## src/rtl/apb_arb_regs_if.sv

```systemverilog
// APB bus bundle between a master and the arbiter configuration register block.
interface apb_arb_regs_if;
  logic       PSEL;
  logic       PENABLE;
  logic       PWRITE;
  logic [7:0] PADDR;
  logic [7:0] PWDATA;
  logic [7:0] PRDATA;
  logic       PREADY;

  modport master (
    output PSEL, PENABLE, PWRITE, PADDR, PWDATA,
    input  PRDATA, PREADY
  );

  modport slave (
    input  PSEL, PENABLE, PWRITE, PADDR, PWDATA,
    output PRDATA, PREADY
  );
endinterface

```

## src/rtl/apb_arb_regs.sv

```systemverilog
// APB register block in front of the 4-way arbiter: bypass/software request muxing,
// arbitration type configuration, grant status, grant event counter and multi-hot error flag.
module apb_arb_regs #(
  parameter int WAIT_STATES = 0
) (
  input  logic                 PCLK,
  input  logic                 PRESETn,
  apb_arb_regs_if.slave        apb,
  input  logic [3:0]           EXT_REQ,
  input  logic [3:0]           GNT,
  output logic                 APB_BYPASS,
  output logic [3:0]           APB_REQ,
  output logic [2:0]           APB_ARB_TYPE,
  output logic [3:0]           REQ
);

  localparam logic [2:0] LP_WAIT = 3'(WAIT_STATES);

  typedef enum logic {
    ST_IDLE   = 1'b0,
    ST_ACCESS = 1'b1
  } state_t;

  state_t     r_state, w_state_nxt;
  logic [2:0] r_cnt, w_cnt_nxt;
  logic       w_pready;
  logic       w_xfer;
  logic       w_wr;
  logic       w_event;
  logic       w_multi;
  logic       w_unused;
  logic [7:0] w_rdata;

  logic       r_bypass;
  logic [2:0] r_arb_type;
  logic [3:0] r_req;
  logic [3:0] r_gnt_q;
  logic [7:0] r_gntcnt;
  logic       r_err;

  always_ff @(posedge PCLK or negedge PRESETn) begin
    if (!PRESETn) begin
      r_state <= ST_IDLE;
      r_cnt   <= 3'd0;
    end else begin
      r_state <= w_state_nxt;
      r_cnt   <= w_cnt_nxt;
    end
  end

  always_comb begin
    w_state_nxt = r_state;
    w_cnt_nxt   = r_cnt;
    w_pready    = 1'b0;
    case (r_state)
      ST_IDLE: begin
        if (apb.PSEL && !apb.PENABLE) begin
          w_state_nxt = ST_ACCESS;
          w_cnt_nxt   = LP_WAIT;
        end
      end
      ST_ACCESS: begin
        w_pready = (r_cnt == 3'd0);
        if (r_cnt != 3'd0) w_cnt_nxt = r_cnt - 3'd1;
        // A dropped PSEL abandons the access without touching any register.
        if (!apb.PSEL) w_state_nxt = ST_IDLE;
        else if (apb.PENABLE && w_pready) w_state_nxt = ST_IDLE;
      end
      default: w_state_nxt = ST_IDLE;
    endcase
  end

  assign w_xfer   = (r_state == ST_ACCESS) && apb.PSEL && apb.PENABLE && w_pready;
  assign w_wr     = w_xfer && apb.PWRITE;
  assign w_event  = (GNT != 4'd0) && (GNT != r_gnt_q);
  assign w_multi  = ((GNT & (GNT - 4'd1)) != 4'd0);
  assign w_unused = apb.PWDATA[7];

  always_ff @(posedge PCLK or negedge PRESETn) begin
    if (!PRESETn) begin
      r_bypass   <= 1'b0;
      r_arb_type <= 3'd0;
      r_req      <= 4'd0;
      r_gnt_q    <= 4'd0;
      r_gntcnt   <= 8'd0;
      r_err      <= 1'b0;
    end else begin
      r_gnt_q <= GNT;
      if (w_wr && apb.PADDR == 8'h00) begin
        r_bypass   <= apb.PWDATA[0];
        r_arb_type <= apb.PWDATA[6:4];
      end
      if (w_wr && apb.PADDR == 8'h04) r_req <= apb.PWDATA[3:0];
      // Clear beats a coincident grant event.
      if (w_wr && apb.PADDR == 8'h0C) r_gntcnt <= 8'd0;
      else if (w_event && r_gntcnt != 8'hFF) r_gntcnt <= r_gntcnt + 8'd1;
      // Set beats a coincident W1C.
      if (w_multi) r_err <= 1'b1;
      else if (w_wr && apb.PADDR == 8'h10 && apb.PWDATA[0]) r_err <= 1'b0;
    end
  end

  always_comb begin
    w_rdata = 8'h00;
    case (apb.PADDR)
      8'h00:   w_rdata = {1'b0, r_arb_type, 3'b000, r_bypass};
      8'h04:   w_rdata = {4'h0, r_req};
      8'h08:   w_rdata = {REQ, GNT};
      8'h0C:   w_rdata = r_gntcnt;
      8'h10:   w_rdata = {7'd0, r_err};
      default: w_rdata = 8'h00;
    endcase
  end

  assign apb.PRDATA   = (w_xfer && !apb.PWRITE) ? w_rdata : 8'h00;
  assign apb.PREADY   = w_pready;
  assign APB_BYPASS   = r_bypass;
  assign APB_REQ      = r_req;
  assign APB_ARB_TYPE = r_arb_type;
  assign REQ          = r_bypass ? r_req : EXT_REQ;

endmodule

```

## src/flat_wrapper.sv

```systemverilog
// flat-port wrapper written by rule: the top's interface ports become plain ports
module apb_arb_regs_flat 
#(
  parameter int WAIT_STATES = 0
)
  (PCLK, PRESETn, EXT_REQ, GNT, APB_BYPASS, APB_REQ, APB_ARB_TYPE, REQ, apb_PSEL, apb_PENABLE, apb_PWRITE, apb_PADDR, apb_PWDATA, apb_PRDATA, apb_PREADY);
  apb_arb_regs_if apb_i ();
  input  logic PCLK;
  input  logic PRESETn;
  input  logic [3:0] EXT_REQ;
  input  logic [3:0] GNT;
  output logic APB_BYPASS;
  output logic [3:0] APB_REQ;
  output logic [2:0] APB_ARB_TYPE;
  output logic [3:0] REQ;
  input wire logic [$bits(apb_i.PSEL)-1:0] apb_PSEL;
  input wire logic [$bits(apb_i.PENABLE)-1:0] apb_PENABLE;
  input wire logic [$bits(apb_i.PWRITE)-1:0] apb_PWRITE;
  input wire logic [$bits(apb_i.PADDR)-1:0] apb_PADDR;
  input wire logic [$bits(apb_i.PWDATA)-1:0] apb_PWDATA;
  output wire logic [$bits(apb_i.PRDATA)-1:0] apb_PRDATA;
  output wire logic [$bits(apb_i.PREADY)-1:0] apb_PREADY;
  assign apb_i.PSEL = apb_PSEL;
  assign apb_i.PENABLE = apb_PENABLE;
  assign apb_i.PWRITE = apb_PWRITE;
  assign apb_i.PADDR = apb_PADDR;
  assign apb_i.PWDATA = apb_PWDATA;
  assign apb_PRDATA = apb_i.PRDATA;
  assign apb_PREADY = apb_i.PREADY;
  apb_arb_regs #(.WAIT_STATES(WAIT_STATES)) u_core (.PCLK(PCLK), .PRESETn(PRESETn), .apb(apb_i), .EXT_REQ(EXT_REQ), .GNT(GNT), .APB_BYPASS(APB_BYPASS), .APB_REQ(APB_REQ), .APB_ARB_TYPE(APB_ARB_TYPE), .REQ(REQ));
endmodule
```

## config.mk

```make
export PLATFORM = sky130hd
export DESIGN_NAME = apb_arb_regs_flat
export DESIGN_NICKNAME = d
export VERILOG_FILES = /design/src/rtl/apb_arb_regs_if.sv /design/src/rtl/apb_arb_regs.sv /design/src/flat_wrapper.sv
export SDC_FILE = /design/constraint.sdc
export NUM_CORES = 1
export LEC_CHECK = 0
export ABC_CLOCK_PERIOD_IN_PS = 2800
export BUFFER_PORTS_ARGS = -buffer_cell sky130_fd_sc_hd__buf_2
export CORE_ASPECT_RATIO = 1.75
export CORE_MARGIN = 8
export CORE_UTILIZATION = 30
export CTS_BUF_LIST = sky130_fd_sc_hd__clkbuf_2
export DETAILED_ROUTE_END_ITERATION = 6
export PLACE_DENSITY = 0.57
export SLEW_MARGIN = 20
export SYNTH_ARGS = -nofsm -noshare
export SYNTH_HDL_FRONTEND = slang
export SYNTH_SLANG_ARGS = --single-unit
```

## constraint.sdc

```tcl
create_clock -name PCLK -period 2.8 [get_ports PCLK]
set_input_delay 0.42 -clock PCLK [delete_from_list [all_inputs] [get_ports PCLK]]
set_output_delay 0.42 -clock PCLK [all_outputs]
set_load 0.02 [all_outputs]
```

==> results.md <==
- Post-Synth XOR/XNOR Area: 2.754%
- Clk slew on worst S/H paths: 0.26 ns
- Post-synthesis cell type count: 43
- Initial antenna violation count: 1
- DP Cell Count: 252
- Number of setup violations in the final report: 0
- Num rows: 35
- Top post-synthesis cells by area: dfrtp_1 (39%), mux2_2 (11%), mux2i_1 (5.7%), nor2_1 (2.8%), nand2_1 (2.6%)
- Critical path fanouts, max: 4
- Syn nets: 183
- CP delay by family, top: simple AND/OR/NAND/NOR gates
- DRT Pass-1 Iters: 4
- Sequential area share after synthesis: 39.34%
- Mapped Cells: 151
- Worst Hold Class: input pin to async pin
- Initial Util: 30.52%
- Worst-Margin Slew: 0.5840 ns
- Fin area: 1986 µm²
- Max IR drop VDD: 0.2555 mV
- Design Power: 0.0009609 W
- Non-Filler Instances: 263
- Grt ovf: 0
- RSZ-0062 raised after global routing: true
- Final WL: 4197 µm
- CTS tree: done
- Via count: 1389
- Clock skew: 0.01129 ns
- Simple-Gate Fraction of Synth Area: 23.60%
- Final Hold Violating Endpoints: 0
- Final Util: 38.10%
- DRT antenna net count: 0
- Root Buffer: clkbuf_2
- Main synth FF type: dfrtp_1
- Highest clock rate: 374.0 MHz
- GR Util All Layers: 10.93%
- Vias in the first global route: 1489
- Fin crit period: 2.674 ns
- DP Area: 1889 µm²
- Async S/R FF share, synth: 100.0%
- Die height: 112.3 µm
- Post-Syn Area: 1590 µm²
- Vias/cell: 5.281
- Share of the synthesized area in the top cell type: 39.34%
- # fillers: 527
- Crit path largest cell delay: 0.44 ns
- Crit-path cells: inv_1 > ha_1 > ha_2 > and2_4 > nand3_4 > or3_4 > buf_4 > nor2_1 > buf_2
- Status: complete, no violations
- # port buffers: 48
- Reg area: 625.6 µm²
- EDFF count, synth: 0
- Area of the multi-input gates: 929.6 µm²
- Slew HR: 61.07%
- Compound-gate portion of the synthesized area: 10.62%
- Die width: 71.04 µm
- WS Path Type: flop to primary output
- Adder-Cell Fraction of Synth Area: 2.990%
- Clk buf depth: 2
- H-tree levels: 1
- Combinational family with the most area after synthesis: simple AND/OR/NAND/NOR gates
- Tcrit/Tclk final: 95.48%
- CP Capture Type: primary output
- Detailed Place HPWL: 3270 µm
- First-pass GRT wire length: 7003 µm
- Number of DRC markers in iteration 0: 14
- Gpl congestion: 0.7562
- Leak Pwr: 0.9241 nW
- Worst skew pair latency: 0.36 ns
- Synth-to-layout area growth: 24.86%
- Synth area leader: dfrtp_1
- Io pins: 50
- Slowest cell on crit path: dfrtp_1
- Post-synthesis area per instance: 10.53 µm²
- Crit path buffers/inverters: 3
- MaxCap Viol Count: 0
- Max-slew violations: 0
- Synthesis-stage register bit count: 25
- Largest net degree at the start of global routing: 26
- Mux contribution to synthesized area: 17.70%
- CTS Sinks: 25
- CTS Buf Count: 3
- Layout cells sized above 1: 42.51%
- CORE AREA: 5211 µm²
- Syn. warnings: 0
- DIE AREA: 7978 µm²
- Final nets: 240
- # DRC: 0
- Startpoint types: flop
- CP required: 2.38 ns
- Critical Path AT: 2.25 ns
- Wire per inst: 15.96 µm
- Pwr Density: 483.9 nW/µm²
[worst register-to-register path: cells and delay by family (launching register included)]
kind / cells / cell delay, ns
muxes: 1 / 0.38
buffers and inverters: 2 / 0.16
DFF: 1 / 0.44
and+or+nand+nor: 3 / 0.76
adders and majority gates: 2 / 0.32
[cell families after synthesis]
| kind of cell | Yosys count |
|---|---|
| mux | 25 |
| simple gates | 59 |
| flops | 25 |
| fa+ha+maj | 4 |
| xor+xnor | 5 |
| compound gates | 23 |
| buf+inv | 10 |
[metrics by stage]
stage / worst slack (ns) / setup TNS, ns / hold slack, ns
floorplan: 0.3619 / 0 / 0.1244
global placement: 0.3454 / 0 / 0.4748
detailed placement: 0.3241 / 0 / 0.4715
CTS: 0.007796 / 0 / 0.02970
global route: -0.02916 / -0.1042 / 0.02858
finish: 0.1265 / 0 / 0.008745
[synth_stat cells (4+ instances only)]
cell / number
nand2b_1: 6
mux2i_1: 9
nand2_1: 11
mux2_2: 15
nor2b_1: 4
o21ai_0: 6
xor2_1: 4
dfrtp_1: 25
a21oi_1: 6
nor2_1: 12
inv_1: 6
[where the power goes]
part | internal, W | total, W | switching (W)
Sequential | 0.000423 | 0.000507 | 0.0000837
Combinational | 0.000152 | 0.000300 | 0.000149
Clock | 0.0000377 | 0.000154 | 0.000116
Total | 0.000612 | 0.000961 | 0.000349
[cell usage in the layout, fill, tap and decap left out, types with 9 or more instances in the layout]
| cell type | count |
|---|---|
| buf_2 | 43 |
| dfrtp_1 | 25 |
| mux2_2 | 15 |
| buf_4 | 12 |
| nand2_1 | 11 |
| nor2_1 | 10 |
| mux2i_1 | 9 |
[metal layers]
metal | GRT usage, % | up-vias | share of wire (%)
met4 | 5.175 | 0 | 1.7
met3 | 2.768 | 4 | 5.4
li1 | - | 664 | -
met5 | 0 | - | 0
met2 | 19.60 | 35 | 54
met1 | 11.42 | 686 | 39
[sequential cells by signal, summed over array words and instances, names as in the netlist]
signal,flops
u_core.APB_ARB_TYPE,3
u_core.r_state,1
u_core.APB_BYPASS,1
u_core.APB_REQ,4
u_core.r_gntcnt,8
u_core.r_err,1
u_core.r_gnt_q,4
u_core.r_cnt,3
[what timing repair did]
| item | 4_1_cts | 5_1_grt |
|---|---|---|
| pin swaps | 0 | 2 |
| endpoints found under the setup margin | 4 | 5 |
| buffers inserted | 2 | 4 |
| hold buffers | 0 | 0 |
| gates resized for setup | 2 | 8 |
[layout make-up]
type	instances	share of cell area, %
sequential	25	31.51
clock buffer	4	1.008
inverter	6	1.134
tap	55	3.466
multi-input combinational	116	46.82
antenna	1	0.1260
timing repair buffer	56	15.94
[worst paths after layout]
check	from	to	slack, ns	cells after the start
min in group PCLK	GNT[3]	u_core.r_gnt_q[3]$_DFF_PN0_	0.21	1
max reg2reg	u_core.r_cnt[0]$_DFFE_PN0P_	u_core.APB_REQ[0]$_DFFE_PN0P_	0.68	8
max in group asynchronous	PRESETn	u_core.r_gntcnt[4]$_DFFE_PN0P_	2.41	1
max	u_core.r_cnt[0]$_DFFE_PN0P_	apb_PRDATA[3]	0.13	9
min	PRESETn	u_core.APB_ARB_TYPE[2]$_DFFE_PN0P_	0.009	1
min reg2reg	u_core.r_cnt[2]$_DFFE_PN0P_	u_core.r_cnt[2]$_DFFE_PN0P_	0.56	1
Power figures use the tool's default switching activity.
